--- src/rtl/irq_controller.sv ---
// Machine-mode interrupt controller: masks, arbitrates and sequences
// interrupt traps, tracks handler nesting and acknowledges on return.
module irq_controller #(
    parameter int NUM_IRQ        = 16,
    parameter int IRQ_CAUSE_BASE = 16
) (
    input  logic               clk_i,
    input  logic               rst_i,
    input  logic               exception_i,
    input  logic               mret_i,
    input  logic [NUM_IRQ-1:0] irq_req_i,
    input  logic [31:0]        mie_i,
    output logic               irq_o,
    output logic [31:0]        irq_cause_o,
    output logic [NUM_IRQ-1:0] irq_ret_o,
    output logic               busy_o
);

    localparam int IW = (NUM_IRQ > 1) ? $clog2(NUM_IRQ) : 1;

    typedef enum logic [2:0] {
        S_IDLE    = 3'd0,
        S_EXC     = 3'd1,
        S_IRQ     = 3'd2,
        S_IRQ_EXC = 3'd3,
        S_RET     = 3'd4
    } state_e;

    state_e               state_q;
    state_e               state_d;
    logic [IW-1:0]        active_q;
    logic [IW-1:0]        active_d;
    logic [NUM_IRQ-1:0]   pending;
    logic [IW-1:0]        winner;
    logic                 any_pending;
    logic [30:0]          cause_code;
    logic [NUM_IRQ-1:0]   ret_mask;

    // Mask requests with mie and pick the lowest-numbered line.
    always_comb begin
        pending     = irq_req_i & mie_i[16 +: NUM_IRQ];
        any_pending = |pending;
        winner      = '0;
        for (int i = NUM_IRQ - 1; i >= 0; i--) begin
            if (pending[i]) begin
                winner = IW'(i);
            end
        end
        cause_code = 31'(IRQ_CAUSE_BASE) + 31'(winner);
        ret_mask   = NUM_IRQ'(1) << active_q;
    end

    // Next-state and output decode; exceptions always beat mret.
    always_comb begin
        state_d     = state_q;
        active_d    = active_q;
        irq_o       = 1'b0;
        irq_cause_o = 32'h0;
        irq_ret_o   = '0;
        busy_o      = 1'b1;
        unique case (state_q)
            S_IDLE: begin
                busy_o = 1'b0;
                if (exception_i) begin
                    state_d = S_EXC;
                end else if (any_pending) begin
                    irq_o       = 1'b1;
                    irq_cause_o = {1'b1, cause_code};
                    active_d    = winner;
                    state_d     = S_IRQ;
                end
            end
            S_EXC: begin
                if (!exception_i && mret_i) begin
                    state_d = S_IDLE;
                end
            end
            S_IRQ: begin
                if (exception_i) begin
                    state_d = S_IRQ_EXC;
                end else if (mret_i) begin
                    state_d = S_RET;
                end
            end
            S_IRQ_EXC: begin
                if (!exception_i && mret_i) begin
                    state_d = S_IRQ;
                end
            end
            S_RET: begin
                irq_ret_o = ret_mask;
                state_d   = exception_i ? S_EXC : S_IDLE;
            end
            default: begin
                busy_o   = 1'b0;
                state_d  = S_IDLE;
                active_d = '0;
            end
        endcase
        if (rst_i) begin
            irq_o       = 1'b0;
            irq_cause_o = 32'h0;
            irq_ret_o   = '0;
            busy_o      = 1'b0;
        end
    end

    // State and active-line registers with synchronous reset.
    always_ff @(posedge clk_i) begin
        if (rst_i) begin
            state_q  <= S_IDLE;
            active_q <= '0;
        end else begin
            state_q  <= state_d;
            active_q <= active_d;
        end
    end

endmodule

--- config.mk ---
export PLATFORM = sky130hd
export DESIGN_NAME = irq_controller
export DESIGN_NICKNAME = d
export VERILOG_FILES = /design/src/rtl/irq_controller.sv
export SDC_FILE = /design/constraint.sdc
export NUM_CORES = 1
export LEC_CHECK = 0
export ABC_AREA = 1
export CORE_ASPECT_RATIO = 1.5
export CORE_UTILIZATION = 27
export DETAILED_ROUTE_END_ITERATION = 16
export HOLD_SLACK_MARGIN = 0.15
export PLACE_DENSITY = 0.86
export SLEW_MARGIN = 20
export SYNTH_ARGS = -nofsm -noshare
export SYNTH_HDL_FRONTEND = slang
export SYNTH_SLANG_ARGS = --single-unit
--- constraint.sdc ---
create_clock -name clk_i -period 1.4 [get_ports clk_i]
set_input_delay 0.28 -clock clk_i [delete_from_list [all_inputs] [get_ports clk_i]]
set_output_delay 0.28 -clock clk_i [all_outputs]
set_load 0.01 [all_outputs]
==> results by group <==
STA
  – Final period demand of the worst path: 1.877 ns
  – Final worst slack: -0.4774 ns
  – Final period utilization: 134.1%
  – Slew Limit Fails: 0
  – Layout Skew: 0.004055 ns
  – Fin. Hold Viols: 0
  – Unrepaired setup endpoints after global routing: true
  – Final setup violation count: 31
  – Max Clock Freq: 0.5326 GHz

Synthesis
  – Mean Syn Cell Area: 6.004 sq um
  – Mapped Cells: 169
  – Post-synthesis sequential area ratio: 13.81%
  – Yosys reg bits: 7
  – Synthesized area: 1015 sq um
  – Library cells used by synthesis: 26
  – Synth Warn #: 0

Routing
  – Via count: 1533
  – DR WL/cell: 12.18 microns
  – Vias/cell: 4.563
  – Met2 wire len: 2313 microns
  – Wl on met1: 1209 microns
  – First-pass DRT Iterations: 4
  – First-iteration detailed-routing DRC count: 34
  – DRT antenna net count: 0
  – DRC Markers: 0
  – WL final: 4094 microns
  – DR top layer: met4
  – Routed wl met3: 308 microns

Setup path
  – Worst-path cell with the longest stage delay: dfxtp_2
  – Setup crit end kind: output port
  – CP Class: reg2out
  – Critical Path RT: 1.12 ns
  – CP Buf/Inv Count: 4
  – Critical Path Max Stage Delay: 0.33 ns
  – Crit path max-delay family: simple AND/OR/NAND/NOR gates
  – FF-to-FF setup slack: -0.38 ns
  – Startpoint Class: flip-flop
  – Most frequent CP cell: inv_2
  – Maximum fanout along the worst path: 4
  – Critical-path cell list: nor2_4 > inv_2 > nor2_2 > inv_2 > nor3_4 > nand2_4 > a21oi_2 > nand2_2 > inv_2 > buf_6
  – CP arrival: 1.60 ns

Placed design
  – GPL Wtd Cong: 0.8232
  – PortBufs: 59
  – DP HPWL: 2538 microns
  – Post-DP Area: 1797 sq um

Power and ir drop
  – Combinational fraction of design power: 55.3%
  – Final Power: 1203 uW
  – Max VDD drop: 0.3095 mV
  – Sw Pwr: 462.1 uW
  – Internal power: 741.4 uW
  – PD cells: 561.8 nW/um^2
  – Pleak: 0.001126 uW
  – Switching share of power: 38.40%
  – Sequential power share: 19.5%
  – Clk pwr share: 25.2%

Cells and area
  – Final design utilization: 61.54%
  – N_diodes: 0
  – Commonest non-fill, non-tap cell in the layout: buf_4
  – Most frequent cells in the layout: buf_4 (52), conb_1 (26), nand2_2 (25)
  – Area Growth Syn to Fin: 111.1%
  – Final net count: 347
  – Share of cells above drive strength 1: 64.29%
  – Post-route cell area: 2142 sq um

Job
  – Max_cap viols: 0

GRT
  – Total gr overflow: 0
  – GRT Total Usage: 20.00%
  – First-pass GRT wire length: 5961 microns
  – Largest net degree at the start of global routing: 7
  – Vias in the first global route: 1494
  – Initial antenna violation count: 0

Floorplan
  – Rows: 26
  – # IOs: 102
  – Core area: 3481 sq um
  – Initial Util: 29.15%
  – Die Ht: 77.08 microns
  – Die extent in x: 52.06 microns
  – Die Area: 4012 sq um

Clock tree
  – Clock Pin Slew Worst Setup and Hold Paths: 0.04 ns
  – CTS root buf: clkbuf_8
  – Hold-fix buffers, CTS: 0
  – Clk_lat worst skew: 0.24 ns
  – Clk sinks: 7
  – CTS tree: done
  – Num CTS Buffers: 3
  – Clock buffer depth: 2
  – H-tree levels: 1

Status
  – Status: finished, violations left
  – Failing checks: negative setup slack

Min path
  – Worst hold path type: reg2reg
==> final timing paths <==
check	end	from	depth (start not counted)
hold reg to reg	active_q[0]	active_q[0]	2
setup / recovery	irq_cause_o[0]	state_q[0]	10
setup reg to reg	active_q[0]	state_q[0]	13
hold / removal	active_q[0]	active_q[0]	2
==> cell usage after synthesis (all sizes together) <==
| master | number | share of area, % |
|---|---|---|
| nand2 | 49 | 20 |
| nor2 | 37 | 17 |
| buf | 28 | 21 |
| inv | 17 | 6.3 |
| nand3 | 12 | 5.9 |
| dfxtp | 7 | 14 |
| a21oi | 3 | 1.5 |
| nor3 | 3 | 2.0 |
| o21ai | 2 | 2.5 |
| o31ai | 2 | 2.0 |
| a211oi | 1 | 0.74 |
| a31o | 1 | 0.86 |
| a31oi | 1 | 0.62 |
| conb | 1 | 0.37 |
| nor3b | 1 | 0.74 |
| o2111ai | 1 | 0.86 |
| o21bai | 1 | 0.74 |
| o221a | 1 | 1.1 |
| o32ai | 1 | 1.6 |
==> cells by family after synthesis <==
kind of cell | after synthesis | share of synthesized area (%)
buf+inv | 45 | 27.00
simple gates | 102 | 46.36
other cells | 1 | 0.3696
compound gates | 14 | 12.46
flops | 7 | 13.81
==> per-stage QoR <==
| step | setup TNS (ns) | worst slack [ns] | cells | hold slack, ns |
|---|---|---|---|---|
| 2_1_floorplan | -0.1143 | -0.03922 | 194 | 0.3579 |
| 3_3_place_gp | -20.41 | -1.020 | 301 | 0.5241 |
| 3_5_place_dp | -21.23 | -1.043 | 301 | 0.5511 |
| 4_1_cts | -6.568 | -0.3584 | 327 | 0.5649 |
| 5_1_grt | -10.96 | -0.5334 | 336 | 0.6107 |
| 6_report | -8.511 | -0.4774 | 336 | 0.5665 |
==> layer usage <==
layer  GRT usage (%)  up-vias
met2           38.33       98
met1           14.79      678
met5               0        -
met4           18.92        0
met3           3.770       24
li1                -      733
==> power by group through the flow <==
stage	logic [uW]	registers, uW	clock network [uW]
floorplan	295	238	0
global placement	483	233	0
detailed placement	498	234	0
CTS	566	234	294
global route	716	237	318
finish	665	235	304
==> layout make-up <==
cell class	instances	area (sq um)
fillers	305	1339
repair buffers	124	964.7
multi-input cells	142	870.8
flip-flops and latches	7	142.6
inverters	17	66.31
well taps	42	52.55
clock buffers	4	45.04
==> registers in the layout, summed over array words and instances, names as in the netlist <==
name / cells
state_q: 3
active_q: 4
==> tightest hold or removal path: cells and delay by family, from the launching register on <==
kind / cells / cell delay (ns)
DFF: 1 / 0.35
and+or+nand+nor: 2 / 0.17
==> repair_timing <==
action	CTS	global route
pin swaps	52	25
gates cloned	0	0
buffers inserted	25	9
gates resized for setup	182	78
setup endpoints to repair	31	31
Power figures use the tool's default switching activity.
